File: src/rtl/cpu_pkg.sv
// Shared CPU encodings: opcodes, F-group function codes, ALU operations and
// the decoded control word consumed by the datapath.
package cpu_pkg;
    localparam logic [3:0] OP_HALT = 4'h0;
    localparam logic [3:0] OP_JMP  = 4'h1;
    localparam logic [3:0] OP_BGT  = 4'h4;
    localparam logic [3:0] OP_BLT  = 4'h5;
    localparam logic [3:0] OP_BEQ  = 4'h6;
    localparam logic [3:0] OP_ANDI = 4'h8;
    localparam logic [3:0] OP_ORI  = 4'h9;
    localparam logic [3:0] OP_LBU  = 4'hA;
    localparam logic [3:0] OP_SB   = 4'hB;
    localparam logic [3:0] OP_LW   = 4'hC;
    localparam logic [3:0] OP_SW   = 4'hD;
    localparam logic [3:0] OP_FUNC = 4'hF;

    localparam logic [3:0] FN_ADD  = 4'h0;
    localparam logic [3:0] FN_SUB  = 4'h1;
    localparam logic [3:0] FN_MUL  = 4'h4;
    localparam logic [3:0] FN_DIV  = 4'h5;
    localparam logic [3:0] FN_MOV  = 4'h7;
    localparam logic [3:0] FN_SWAP = 4'h8;

    typedef enum logic [2:0] {
        ALU_ADD    = 3'd0,
        ALU_SUB    = 3'd1,
        ALU_MUL    = 3'd2,
        ALU_DIV    = 3'd3,
        ALU_PASS_B = 3'd4,
        ALU_AND    = 3'd5,
        ALU_OR     = 3'd6,
        ALU_RSVD   = 3'd7
    } alu_op_e;

    typedef struct packed {
        logic    w2_addr_src;
        logic    w2_en;
        logic    write_back;
        logic    mem_to_reg;
        logic    alu_src;
        alu_op_e alu_op;
        logic    memory_read;
        logic    memory_write;
        logic    byte_select;
        logic    err;
        logic    alu_op2_src;
    } ctrl_t;
endpackage

File: src/rtl/control_if.sv
// Instruction in, registered control word out, between fetch stage and control.
interface control_if;
    logic [15:0] instruction;
    logic        w2_addr_src;
    logic        w2_en;
    logic        write_back;
    logic        mem_to_reg;
    logic        alu_src;
    logic [2:0]  alu_op;
    logic        memory_read;
    logic        memory_write;
    logic        byte_select;
    logic        err;
    logic        alu_op2_src;

    modport master (
        output instruction,
        input  w2_addr_src, w2_en, write_back, mem_to_reg, alu_src, alu_op,
               memory_read, memory_write, byte_select, err, alu_op2_src
    );

    modport slave (
        input  instruction,
        output w2_addr_src, w2_en, write_back, mem_to_reg, alu_src, alu_op,
               memory_read, memory_write, byte_select, err, alu_op2_src
    );
endinterface

File: src/rtl/control_decode.sv
// Pure combinational instruction decoder; anything not set for an opcode stays 0.
module control_decode
    import cpu_pkg::*;
(
    input  logic [3:0] opcode,
    input  logic [3:0] funct,
    output ctrl_t      ctrl
);
    always_comb begin
        ctrl = '0;
        case (opcode)
            OP_HALT, OP_JMP: ;
            OP_BGT, OP_BLT, OP_BEQ: begin
                ctrl.alu_op      = ALU_SUB;
                ctrl.alu_op2_src = 1'b1;
            end
            OP_ANDI: begin
                ctrl.write_back = 1'b1;
                ctrl.alu_src    = 1'b1;
                ctrl.alu_op     = ALU_AND;
            end
            OP_ORI: begin
                ctrl.write_back = 1'b1;
                ctrl.alu_src    = 1'b1;
                ctrl.alu_op     = ALU_OR;
            end
            OP_LBU, OP_LW: begin
                ctrl.memory_read = 1'b1;
                ctrl.mem_to_reg  = 1'b1;
                ctrl.write_back  = 1'b1;
                ctrl.alu_src     = 1'b1;
                ctrl.byte_select = (opcode == OP_LBU);
            end
            OP_SB, OP_SW: begin
                ctrl.memory_write = 1'b1;
                ctrl.alu_src      = 1'b1;
                ctrl.byte_select  = (opcode == OP_SB);
            end
            OP_FUNC: begin
                case (funct)
                    FN_ADD: ctrl.write_back = 1'b1;
                    FN_SUB: begin
                        ctrl.write_back = 1'b1;
                        ctrl.alu_op     = ALU_SUB;
                    end
                    FN_MUL, FN_DIV: begin
                        // Product/quotient high half goes to R0 via port 2
                        ctrl.write_back = 1'b1;
                        ctrl.w2_en      = 1'b1;
                        ctrl.alu_op     = (funct == FN_MUL) ? ALU_MUL : ALU_DIV;
                    end
                    FN_MOV: begin
                        ctrl.write_back = 1'b1;
                        ctrl.alu_op     = ALU_PASS_B;
                    end
                    FN_SWAP: begin
                        ctrl.write_back  = 1'b1;
                        ctrl.w2_en       = 1'b1;
                        ctrl.w2_addr_src = 1'b1;
                        ctrl.alu_op      = ALU_PASS_B;
                    end
                    default: ctrl.err = 1'b1;
                endcase
            end
            default: ctrl.err = 1'b1;
        endcase
    end
endmodule

File: src/rtl/control.sv
// Control unit: combinational decode followed by one output register stage.
module control
    import cpu_pkg::*;
(
    input logic      clk,
    input logic      rst,
    control_if.slave bus
);
    ctrl_t dec;
    ctrl_t q;

    control_decode u_decode (
        .opcode (bus.instruction[15:12]),
        .funct  (bus.instruction[3:0]),
        .ctrl   (dec)
    );

    always_ff @(posedge clk) begin
        if (rst) q <= '0;
        else     q <= dec;
    end

    assign bus.w2_addr_src  = q.w2_addr_src;
    assign bus.w2_en        = q.w2_en;
    assign bus.write_back   = q.write_back;
    assign bus.mem_to_reg   = q.mem_to_reg;
    assign bus.alu_src      = q.alu_src;
    assign bus.alu_op       = q.alu_op;
    assign bus.memory_read  = q.memory_read;
    assign bus.memory_write = q.memory_write;
    assign bus.byte_select  = q.byte_select;
    assign bus.err          = q.err;
    assign bus.alu_op2_src  = q.alu_op2_src;
endmodule

File: src/flat_wrapper.sv
// flat-port wrapper written by rule: the top's interface ports become plain ports
module control_flat import cpu_pkg::*;
  (clk, rst, bus_instruction, bus_w2_addr_src, bus_w2_en, bus_write_back, bus_mem_to_reg, bus_alu_src, bus_alu_op, bus_memory_read, bus_memory_write, bus_byte_select, bus_err, bus_alu_op2_src);
  control_if bus_i ();
  input logic clk;
  input logic rst;
  input wire logic [$bits(bus_i.instruction)-1:0] bus_instruction;
  output wire logic [$bits(bus_i.w2_addr_src)-1:0] bus_w2_addr_src;
  output wire logic [$bits(bus_i.w2_en)-1:0] bus_w2_en;
  output wire logic [$bits(bus_i.write_back)-1:0] bus_write_back;
  output wire logic [$bits(bus_i.mem_to_reg)-1:0] bus_mem_to_reg;
  output wire logic [$bits(bus_i.alu_src)-1:0] bus_alu_src;
  output wire logic [$bits(bus_i.alu_op)-1:0] bus_alu_op;
  output wire logic [$bits(bus_i.memory_read)-1:0] bus_memory_read;
  output wire logic [$bits(bus_i.memory_write)-1:0] bus_memory_write;
  output wire logic [$bits(bus_i.byte_select)-1:0] bus_byte_select;
  output wire logic [$bits(bus_i.err)-1:0] bus_err;
  output wire logic [$bits(bus_i.alu_op2_src)-1:0] bus_alu_op2_src;
  assign bus_i.instruction = bus_instruction;
  assign bus_w2_addr_src = bus_i.w2_addr_src;
  assign bus_w2_en = bus_i.w2_en;
  assign bus_write_back = bus_i.write_back;
  assign bus_mem_to_reg = bus_i.mem_to_reg;
  assign bus_alu_src = bus_i.alu_src;
  assign bus_alu_op = bus_i.alu_op;
  assign bus_memory_read = bus_i.memory_read;
  assign bus_memory_write = bus_i.memory_write;
  assign bus_byte_select = bus_i.byte_select;
  assign bus_err = bus_i.err;
  assign bus_alu_op2_src = bus_i.alu_op2_src;
  control u_core (.clk(clk), .rst(rst), .bus(bus_i));
endmodule
File: config.mk
export PLATFORM = sky130hd
export DESIGN_NAME = control_flat
export DESIGN_NICKNAME = d
export VERILOG_FILES = /design/src/rtl/cpu_pkg.sv /design/src/rtl/control_if.sv /design/src/rtl/control_decode.sv /design/src/rtl/control.sv /design/src/flat_wrapper.sv
export SDC_FILE = /design/constraint.sdc
export NUM_CORES = 1
export LEC_CHECK = 0
export BUFFER_PORTS_ARGS = -buffer_cell sky130_fd_sc_hd__buf_2
export CAP_MARGIN = 20
export CORE_MARGIN = 2
export CORE_UTILIZATION = 39
export CTS_CLUSTER_DIAMETER = 30
export DETAILED_ROUTE_END_ITERATION = 7
export GPL_ROUTABILITY_DRIVEN = 0
export PLACE_DENSITY = 0.74
export SLEW_MARGIN = 20
export SYNTH_ARGS = -nofsm -noshare
export SYNTH_HDL_FRONTEND = slang
export SYNTH_SLANG_ARGS = --single-unit
File: constraint.sdc
create_clock -name clk -period 1.3 [get_ports clk]
set_input_delay 0.26 -clock clk [delete_from_list [all_inputs] [get_ports clk]]
set_output_delay 0.26 -clock clk [all_outputs]
set_load 0.03 [all_outputs]
==> results.md <==
- Pint: 0.000601 W
- Post-Syn Nets: 77
- Sequential area share after synthesis: 42.2%
- DRT antenna net count: 0
- Row Count: 13
- CP max-delay cell: dfxtp_1
- Vert. Die Dim: 42.2 um
- DP HPWL: 803 um
- Layout cell share with drive strength beyond 1: 39.8%
- Synth top area share: 42.2%
- Psw: 0.000207 W
- Initial drt markers: 11
- Initial antenna violation count: 0
- VDD IR-drop max: 0.500 mV
- CTS clk-pin slew, worst paths: 0.07 ns
- Vias: 520
- Combinational power share: 16.8%
- Total grt overflow: 0
- Final slew viol count: 0
- Pleak: 0.326 nW
- Routed WL per cell: around 11 um
- RSZ-0062 raised after global routing: no
- Gate Count Post-Synth: 59
- Root buffer cell: clkbuf_4
- Critical Path RT: roughly 1.0 ns
- Switching share of power: 25.6%
- Area grow syn2layout: 26.2%
- Cell area power density: 1130 nW/um^2
- Synthesized area per cell: 9.65 um^2
- Yosys cell types: 33
- Via/cell ratio: ~5.3
- Syn. warnings: 0
- Crit share post-route: 79.8%
- CORE AREA: 1330 um^2
- Register share of total power: a little under half
- Initial Util: 42.7%
- Final nets: 102
- Top Ports: 31
- Setup violations, final: 0
- Slowest stage delay, CP: 0.32 ns
- Busiest grt layer: met2
- Status: finished clean
- Drt drc: 0
- GR Util met2: slightly below 20%
- First-pass GRT wire length: approximately 1700 um
- Crit path depth: 1
- Synthesized cell area: approximately 570 um^2
- CTS H-tree depth: 1
- Synth Register Bits: 12
- Asr flop ratio synth: 0%
- Fin. Hold Viols: 0
- CP cell instances: buf_2
- WHS Path Cells: 2
- Critical Path AT: 0.78 ns
- CP bufs+invs: 1
- Max-cap violations: 0
- Post-synth top flop: dfxtp_1
- Setup crit start kind: flip-flop
- Vias in the first global route: 420
- CP Capture Type: output pin
- CTS Hold Bufs: 0
- Met3 usage: 4.31%
- Largest area contributor in the netlist: dfxtp_1
- Top cells by area, synth: dfxtp_1 (42%), nor3b_1 (5.3%), a21oi_1 (3.5%)
- TNS Setup: 0 ns
- Routed WL: 1090 um
- Met1 usage: 14.9%
- Max clock buf depth: 2
- Max FFs per register: 3
- Minimum clock period: 1.04 ns
- CTS tree: done
- Inserted Clock Buffers: 3
- Post-CTS setup repair buffer count: 0
- Worst slew pin tran: around 0.27 ns
- CTS Sinks: 12
- Rel. slew slack: 82.1%
- Kind of critical path: reg2out
- Die X: 42.2 um
- Critical path's top delay family: flip-flops
- HP Class: in2reg
- Number of flops mapped to enable cells by yosys: 0
- Post-layout util: 53.8%
- Crit path max fanout: 1
- Fraction of power consumed by the clock network: 36.0%
- PortBufs: 22
- GRT Overall Usage: between 10% and 20%
- Pin count of the biggest net entering global routing: 12
- # diodes: 0
- Pre-antenna DRT Iters: 5
- Die area: 1780 um^2
- Fmax: 964 MHz
- Cts repair resizes: 0
==> path summary, 6_finish.rpt <==
kind / to / from
min: u_core.bus.alu_op[1]$_SDFF_PP0_ / rst
max: bus_write_back / u_core.bus.write_back$_SDFF_PP0_
==> through the flow <==
step	instance area, um^2	hold WS (ns)	cells	setup WS [ns]	total power, W
CTS	718	0.222	98	0.253	0.000816
global route	718	0.225	98	0.232	0.000843
finish	718	0.222	98	0.263	0.000809
global placement	682	0.504	94	0.0566	0.000524
floorplan	569	0.322	59	0.183	0.000482
detailed placement	682	0.510	94	0.0546	0.000525
==> power groups by stage <==
stage	clock network, W	registers (W)	logic, W
global route	0.000313	0.000383	0.000147
finish	0.000291	0.000382	0.000136
floorplan	0	0.000417	0.0000644
detailed placement	0	0.000391	0.000135
CTS	0.000299	0.000382	0.000136
global placement	0	0.000391	0.000133
==> cells in the final DEF, fill, tap and decap left out, drive strengths merged, types with 2 or more instances in the layout <==
cell type	Yosys	final
nor3b	4	4
nand2	3	3
dfxtp	12	12
o21ai	3	3
nor2	2	2
clkbuf	0	4
nand2b	3	3
buf	4	24
nor3	3	3
a21oi	5	5
==> synth_stat cells, types with 2 or more instances <==
| cell | instances |
|---|---|
| o21ai_1 | 2 |
| buf_4 | 2 |
| nor2_1 | 2 |
| a21oi_1 | 4 |
| nor3b_1 | 4 |
| nand2_1 | 3 |
| dfxtp_1 | 12 |
| nand2b_1 | 3 |
| nor3_1 | 3 |
==> cells by family (layout without fill, tap and decap cells) <==
kind of cell / Yosys count / after routing / share of synthesized area, %
flip-flops: 12 / 12 / 42.2
AND/OR/NAND/NOR: 27 / 27 / 33.9
AO/OA/AOI/OAI: 13 / 13 / 14.5
adder cells (fa/ha/maj): 1 / 1 / 1.76
XOR/XNOR: 1 / 1 / 1.54
buffers and inverters: 5 / 29 / 6.15
==> routing by layer <==
layer  vias up  share of wire [%]  routed length [um]
met5         -                  0                   0
met4         0                1.7                  19
met3         4                9.6                 104
met2        29                 47                 508
met1       226                 42                 455
li1        261                  -                   -
==> cell type report <==
| type | count | area [um^2] |
|---|---|---|
| Sequential cell | 12 | 240 |
| Inverter | 1 | 3.75 |
| Clock buffer | 4 | 36.3 |
| Multi-Input combinational cell | 42 | 294 |
| Fill cell | 125 | 616 |
| Timing Repair Buffer | 24 | 125 |
| Tap cell | 15 | 18.8 |
Power figures use the tool's default switching activity.
